===== src/rtl/hermes_local_injector_if.sv =====
// hermes_local_injector_if: request, payload and router-side flit handshakes of the local injector
interface hermes_local_injector_if #(
    parameter int FLIT_WIDTH = 16
);
    logic                  req_valid;
    logic                  req_ready;
    logic [7:0]            req_target;
    logic [FLIT_WIDTH-1:0] req_size;
    logic                  pl_valid;
    logic                  pl_ready;
    logic [FLIT_WIDTH-1:0] pl_data;
    logic                  tx;
    logic [FLIT_WIDTH-1:0] data_out;
    logic                  credit_i;

    modport master (
        output req_valid, req_target, req_size, pl_valid, pl_data, credit_i,
        input  req_ready, pl_ready, tx, data_out
    );

    modport slave (
        input  req_valid, req_target, req_size, pl_valid, pl_data, credit_i,
        output req_ready, pl_ready, tx, data_out
    );
endinterface


===== src/rtl/hermes_local_injector.sv =====
// hermes_local_injector: serialises header, size and payload flits into the Hermes LOCAL port
module hermes_local_injector #(
    parameter int FLIT_WIDTH = 16,
    parameter int FIFO_DEPTH = 4,
    parameter int CNT_WIDTH  = 16
) (
    input  logic                 clock,
    input  logic                 reset,
    hermes_local_injector_if.slave bus,
    output logic                 busy,
    output logic [CNT_WIDTH-1:0] pkt_count
);
    localparam int AW = $clog2(FIFO_DEPTH);

    typedef enum logic [1:0] {IDLE, HEADER, SIZE, PAYLOAD} state_t;

    state_t                state, state_n;
    logic [FLIT_WIDTH-1:0] mem [FIFO_DEPTH];
    logic [AW-1:0]         rd_ptr, wr_ptr;
    logic [AW:0]           used;
    logic [FLIT_WIDTH-1:0] remaining, remaining_n;
    logic [FLIT_WIDTH-1:0] data_q, data_n;
    logic [CNT_WIDTH-1:0]  count_n;
    logic                  tx_q, tx_n;
    logic                  push, pop, empty, full, xfer;

    assign empty         = used == '0;
    assign full          = used == (AW+1)'(FIFO_DEPTH);
    assign xfer          = tx_q && bus.credit_i;
    assign bus.pl_ready  = !full && reset;
    assign bus.req_ready = state == IDLE && reset;
    assign push          = bus.pl_valid && bus.pl_ready;
    assign bus.tx        = tx_q;
    assign bus.data_out  = data_q;

    // next state, output flit register and FIFO pop; the size flit is read from remaining, which is untouched until payload
    always_comb begin
        state_n     = state;
        tx_n        = tx_q;
        data_n      = data_q;
        remaining_n = remaining;
        count_n     = pkt_count;
        pop         = 1'b0;
        case (state)
            IDLE: begin
                if (bus.req_valid) begin
                    remaining_n = bus.req_size;
                    data_n      = {{(FLIT_WIDTH-8){1'b0}}, bus.req_target};
                    tx_n        = 1'b1;
                    state_n     = HEADER;
                end
            end
            HEADER: begin
                if (xfer) begin
                    data_n  = remaining;
                    state_n = SIZE;
                end
            end
            SIZE: begin
                if (xfer) begin
                    if (remaining == '0) begin
                        tx_n    = 1'b0;
                        count_n = pkt_count + 1'b1;
                        state_n = IDLE;
                    end else begin
                        pop     = !empty;
                        tx_n    = !empty;
                        data_n  = empty ? data_q : mem[rd_ptr];
                        state_n = PAYLOAD;
                    end
                end
            end
            PAYLOAD: begin
                if (xfer) begin
                    remaining_n = remaining - 1'b1;
                    if (remaining == FLIT_WIDTH'(1)) begin
                        tx_n    = 1'b0;
                        count_n = pkt_count + 1'b1;
                        state_n = IDLE;
                    end else begin
                        pop    = !empty;
                        tx_n   = !empty;
                        data_n = empty ? data_q : mem[rd_ptr];
                    end
                end else if (!tx_q && !empty) begin
                    pop    = 1'b1;
                    tx_n   = 1'b1;
                    data_n = mem[rd_ptr];
                end
            end
            default: state_n = IDLE;
        endcase
    end

    // state register, output flit register, packet counter and busy flag
    always_ff @(posedge clock) begin
        if (!reset) begin
            state     <= IDLE;
            tx_q      <= 1'b0;
            data_q    <= '0;
            remaining <= '0;
            pkt_count <= '0;
            busy      <= 1'b0;
        end else begin
            state     <= state_n;
            tx_q      <= tx_n;
            data_q    <= data_n;
            remaining <= remaining_n;
            pkt_count <= count_n;
            busy      <= state_n != IDLE;
        end
    end

    // payload FIFO pointers and occupancy
    always_ff @(posedge clock) begin
        if (!reset) begin
            rd_ptr <= '0;
            wr_ptr <= '0;
            used   <= '0;
        end else begin
            if (push) wr_ptr <= wr_ptr + 1'b1;
            if (pop) rd_ptr <= rd_ptr + 1'b1;
            used <= used + (AW+1)'(push) - (AW+1)'(pop);
        end
    end

    // payload FIFO storage, not reset since occupancy gates every read
    always_ff @(posedge clock) begin
        if (push) mem[wr_ptr] <= bus.pl_data;
    end
endmodule


===== src/flat_wrapper.sv =====
// flat-port wrapper written by rule: the top's interface ports become plain ports
module hermes_local_injector_flat 
#(
    parameter int FLIT_WIDTH = 16,
    parameter int FIFO_DEPTH = 4,
    parameter int CNT_WIDTH  = 16
)
  (clock, reset, busy, pkt_count, bus_req_valid, bus_req_target, bus_req_size, bus_pl_valid, bus_pl_data, bus_credit_i, bus_req_ready, bus_pl_ready, bus_tx, bus_data_out);
  hermes_local_injector_if #(.FLIT_WIDTH(FLIT_WIDTH)) bus_i ();
  input  logic clock;
  input  logic reset;
  output logic busy;
  output logic [CNT_WIDTH-1:0] pkt_count;
  input wire logic [$bits(bus_i.req_valid)-1:0] bus_req_valid;
  input wire logic [$bits(bus_i.req_target)-1:0] bus_req_target;
  input wire logic [$bits(bus_i.req_size)-1:0] bus_req_size;
  input wire logic [$bits(bus_i.pl_valid)-1:0] bus_pl_valid;
  input wire logic [$bits(bus_i.pl_data)-1:0] bus_pl_data;
  input wire logic [$bits(bus_i.credit_i)-1:0] bus_credit_i;
  output wire logic [$bits(bus_i.req_ready)-1:0] bus_req_ready;
  output wire logic [$bits(bus_i.pl_ready)-1:0] bus_pl_ready;
  output wire logic [$bits(bus_i.tx)-1:0] bus_tx;
  output wire logic [$bits(bus_i.data_out)-1:0] bus_data_out;
  assign bus_i.req_valid = bus_req_valid;
  assign bus_i.req_target = bus_req_target;
  assign bus_i.req_size = bus_req_size;
  assign bus_i.pl_valid = bus_pl_valid;
  assign bus_i.pl_data = bus_pl_data;
  assign bus_i.credit_i = bus_credit_i;
  assign bus_req_ready = bus_i.req_ready;
  assign bus_pl_ready = bus_i.pl_ready;
  assign bus_tx = bus_i.tx;
  assign bus_data_out = bus_i.data_out;
  hermes_local_injector #(.FLIT_WIDTH(FLIT_WIDTH), .FIFO_DEPTH(FIFO_DEPTH), .CNT_WIDTH(CNT_WIDTH)) u_core (.clock(clock), .reset(reset), .bus(bus_i), .busy(busy), .pkt_count(pkt_count));
endmodule

===== config.mk =====
export PLATFORM = sky130hd
export DESIGN_NAME = hermes_local_injector_flat
export DESIGN_NICKNAME = d
export VERILOG_FILES = /design/src/rtl/hermes_local_injector_if.sv /design/src/rtl/hermes_local_injector.sv /design/src/flat_wrapper.sv
export SDC_FILE = /design/constraint.sdc
export NUM_CORES = 1
export LEC_CHECK = 0
export ABC_AREA = 1
export BUFFER_PORTS_ARGS = -buffer_cell sky130_fd_sc_hd__buf_4
export CAP_MARGIN = 25
export CORE_MARGIN = 10
export CORE_UTILIZATION = 55
export DETAILED_ROUTE_END_ITERATION = 8
export MAX_ROUTING_LAYER = met4
export PLACE_DENSITY = 0.82
export SETUP_SLACK_MARGIN = 0.15
export SYNTH_ARGS = -nofsm -noshare
export SYNTH_HDL_FRONTEND = slang
export SYNTH_SLANG_ARGS = --single-unit

===== constraint.sdc =====
create_clock -name clock -period 5.74 [get_ports clock]
set_input_delay 1.148 -clock clock [delete_from_list [all_inputs] [get_ports clock]]
set_output_delay 1.148 -clock clock [all_outputs]
set_load 0.05 [all_outputs]

==> metrics.md <==
| Metric | Value |
|---|---|
| Max Slew Vio Count | 0 |
| Vias in the first global route | 5412 |
| Number of flops mapped to enable cells by yosys | 64 |
| Startpoint types | input pin |
| GP Congestion | 0.8768 |
| Worst Setup End Kind | output port |
| Period utilisation layout | 61.26% |
| TritonCTS Buffers | 17 |
| Max FO, Critical Path | 46 |
| Critical path class | input pin to output port |
| CP bufs+invs | 3 |
| Clk pin slew, worst setup/hold paths | 60 ps |
| Initial DRC Count | 589 |
| IO buf count | 80 |
| Cell mode on critical path | buf_4 |
| Initial antenna violation count | 0 |
| Multi-input gate area | 2958 sq um |
| Clk_skew | 7.341 ps |
| Synth Net Count | 886 |
| Cell area after synthesis | 6601 sq um |
| Layout fillers | 914 |
| Worst-Margin Slew | 902.4 ps |
| CTS Buffer Depth | 2 |
| PwrDens | 379.1 nW/um^2 |
| Setup TNS | 0 ps |
| Die W | 129.6 microns |
| Post-CTS Hold Buffers | 0 |
| Register area | 3143 sq um |
| Syn_area_per_cell | 7.953 sq um |
| Slowest cell on crit path | inv_2 |
| Top FF cell, synth | edfxtp_1 |
| Worst-Skew Late Latency | 430 ps |
| Fin cells | 1058 |
| Maximum vdd ir drop | 315.4 uV |
| CTS resizes | 0 |
| Post-DRT Antenna Nets | 0 |
| CTS tree | built |
| Routed vias | 5757 |
| Commonest cells in the synthesized netlist | 226 x nand2_1, 109 x nor2_1, 80 x inv_1 |
| Max incr delay on CP | 670 ps |
| Detailed-route wire length | 16.55 mm |
| Yosys top cell by area | edfxtp_1 |
| Top delay family on crit path | buffers and inverters |
| Global-route usage over all layers | 20.44% |
| Layout cells sized above 1 | 18.69% |
| RSZ-0062 raised after global routing | no |
| Largest net degree at the start of global routing | 47 |
| CTS sink count | 125 |
| Die height | 129.6 microns |
| Top cells by area, synth | edfxtp_1 29%, dfxtp_1 18%, nand2_1 13% |
| Worst-case reg-to-reg path depth | 15 |
| Fmax | 284.4 MHz |
| Most frequent cell after synthesis | nand2_1 |
| Final setup fails | 0 |
| Crit Reg-Reg Startpoint | u_core.used[2] |
| First-pass GRT wire length | 26.45 mm |
| Final net count | 959 |
| P_leak | 3.297 nW |
| Global route overflow | 0 |
| Starting density of the core | 57.08% |
| Clock root cell | clkbuf_16 |
| Max-cap violation count | 0 |
| Synth warnings | 0 |
| Inst Count DP | 1027 |
| Relative slew slack | 39.75% |
| Setup Fix Bufs, Post-CTS | 0 |
| Hold Path Sink | u_core.bus.data_out[11] |
| Req. time, crit path | 4590 ps |
| Post-synth top area share | 29.11% |
| Synth unique cells | 42 |
| DP Wirelength | 11.69 mm |
| Crit. Startpoint | reset |
| Hold_sp | u_core.bus.data_out[11] |
| Hold WC Path Type | flip-flop to flip-flop |
| Final Power | 0.002957 W |
| Antenna diodes | 0 |
| CORE AREA | 11560 sq um |
| Drt pass-1 iters | 6 |
| Sequential area share after synthesis | 47.61% |
| Flops & latches, synth | 125 |
| Reg2reg end | u_core.used[2] |
| CP cell instances | buf_4, inv_2, a31oi_1, buf_4 |
| Worst EP arrival | 2370 ps |
| Drt wl/cell | 15.64 microns |
| DRC | 0 |
| Final Critical Period | 3517 ps |
| Syn Inst Count | 830 |
| Via density | 5.441 |
| Final Hold Vio Count | 0 |
| Io pins | 81 |
| Status | finished clean |
| Reg2reg setup slack | 2910 ps |
| Cell row count | 39 |
| Async S/R FF share, synth | 0% |
| Hold depth | 2 |
| H-tree depth | 4 |
| Die ar. | 16780 sq um |
| Area Overhead vs Synth | 18.16% |
worst min-delay path, cell delays in order, from the launching register on:
cell and delay (ps):
dfxtp_1 330, nand2_2 70, a21oi_2 50
power by group:
group / switching (W) / internal (W) / leakage [nW]
clock network: 0.000416 / 0.000600 / 0.272
logic: 0.000590 / 0.000257 / 1.95
registers: 0.0000758 / 0.00102 / 1.08
total: 0.00108 / 0.00188 / 3.30
sequential cells by signal, summed over array words and instances, names as in the netlist, 2 cells and up, named ones only:
signal / count
u_core.mem: 64
u_core.bus.data_out: 16
u_core.pkt_count: 16
u_core.remaining: 16
u_core.used: 3
u_core.rd_ptr: 2
u_core.state: 2
u_core.wr_ptr: 2
per-layer routing:
metal  part of all wire [%]  global-route usage (%)  vias up  wire length [microns]
met5                      0                       -        -                      0
met4                    2.1                   7.606        0                    342
met3                    9.2                   6.729       32                   1518
met2                     47                   31.46      245                   7775
met1                     42                   24.60     2632                   6911
li1                       -                       -     2848                      -
logic make-up (layout without fill, tap and decap cells):
group           count (synthesis)  after routing  synth area share, %
compound gates                127            127                11.32
xor+xnor                       13             13                1.725
fa+ha+maj                      11             11                2.199
buf+inv                       117            202                7.581
flops                         125            125                47.61
simple gates                  437            437                29.57
cell type report:
class / instances / area share (%)
timing repair buffer: 85 / 8.181
sequential: 125 / 40.30
clock buffer: 17 / 5.454
tap: 143 / 2.294
multi-input combinational: 588 / 37.92
inverter: 86 / 4.139
clock inverter: 14 / 1.716
through the flow:
stage	setup WS, ps	hold WS [ps]	cell area (sq um)	util [%]
global route	2114	517.9	7800	67.45
global placement	2197	483.0	7241	62.61
CTS	2199	496.5	7800	67.45
floorplan	2129	466.1	6601	-
detailed placement	2197	487.6	7241	62.61
finish	2223	493.8	7800	67.45
cells in the final DEF, fill, tap and decap left out, drive strengths merged, types with 17 or more instances in the layout:
| cell | instances |
|---|---|
| nor2 | 120 |
| dfxtp | 61 |
| buf | 85 |
| nand3 | 42 |
| nand2 | 245 |
| inv | 93 |
| o21ai | 40 |
| edfxtp | 64 |
| clkbuf | 17 |
| a21oi | 57 |
worst max-delay path by stage:
stage                     slack, ps  cells after the start                 to
after floorplan                2130                      4   u_core.mem[0][0]
after global placement         2200                      6  u_core.mem[3][11]
after detailed placement       2200                      4       bus_pl_ready
after CTS                      2200                      4       bus_pl_ready
after global routing           2110                      4       bus_pl_ready
final                          2220                      4       bus_pl_ready
Note: power is estimated with default switching activity, not from simulation.
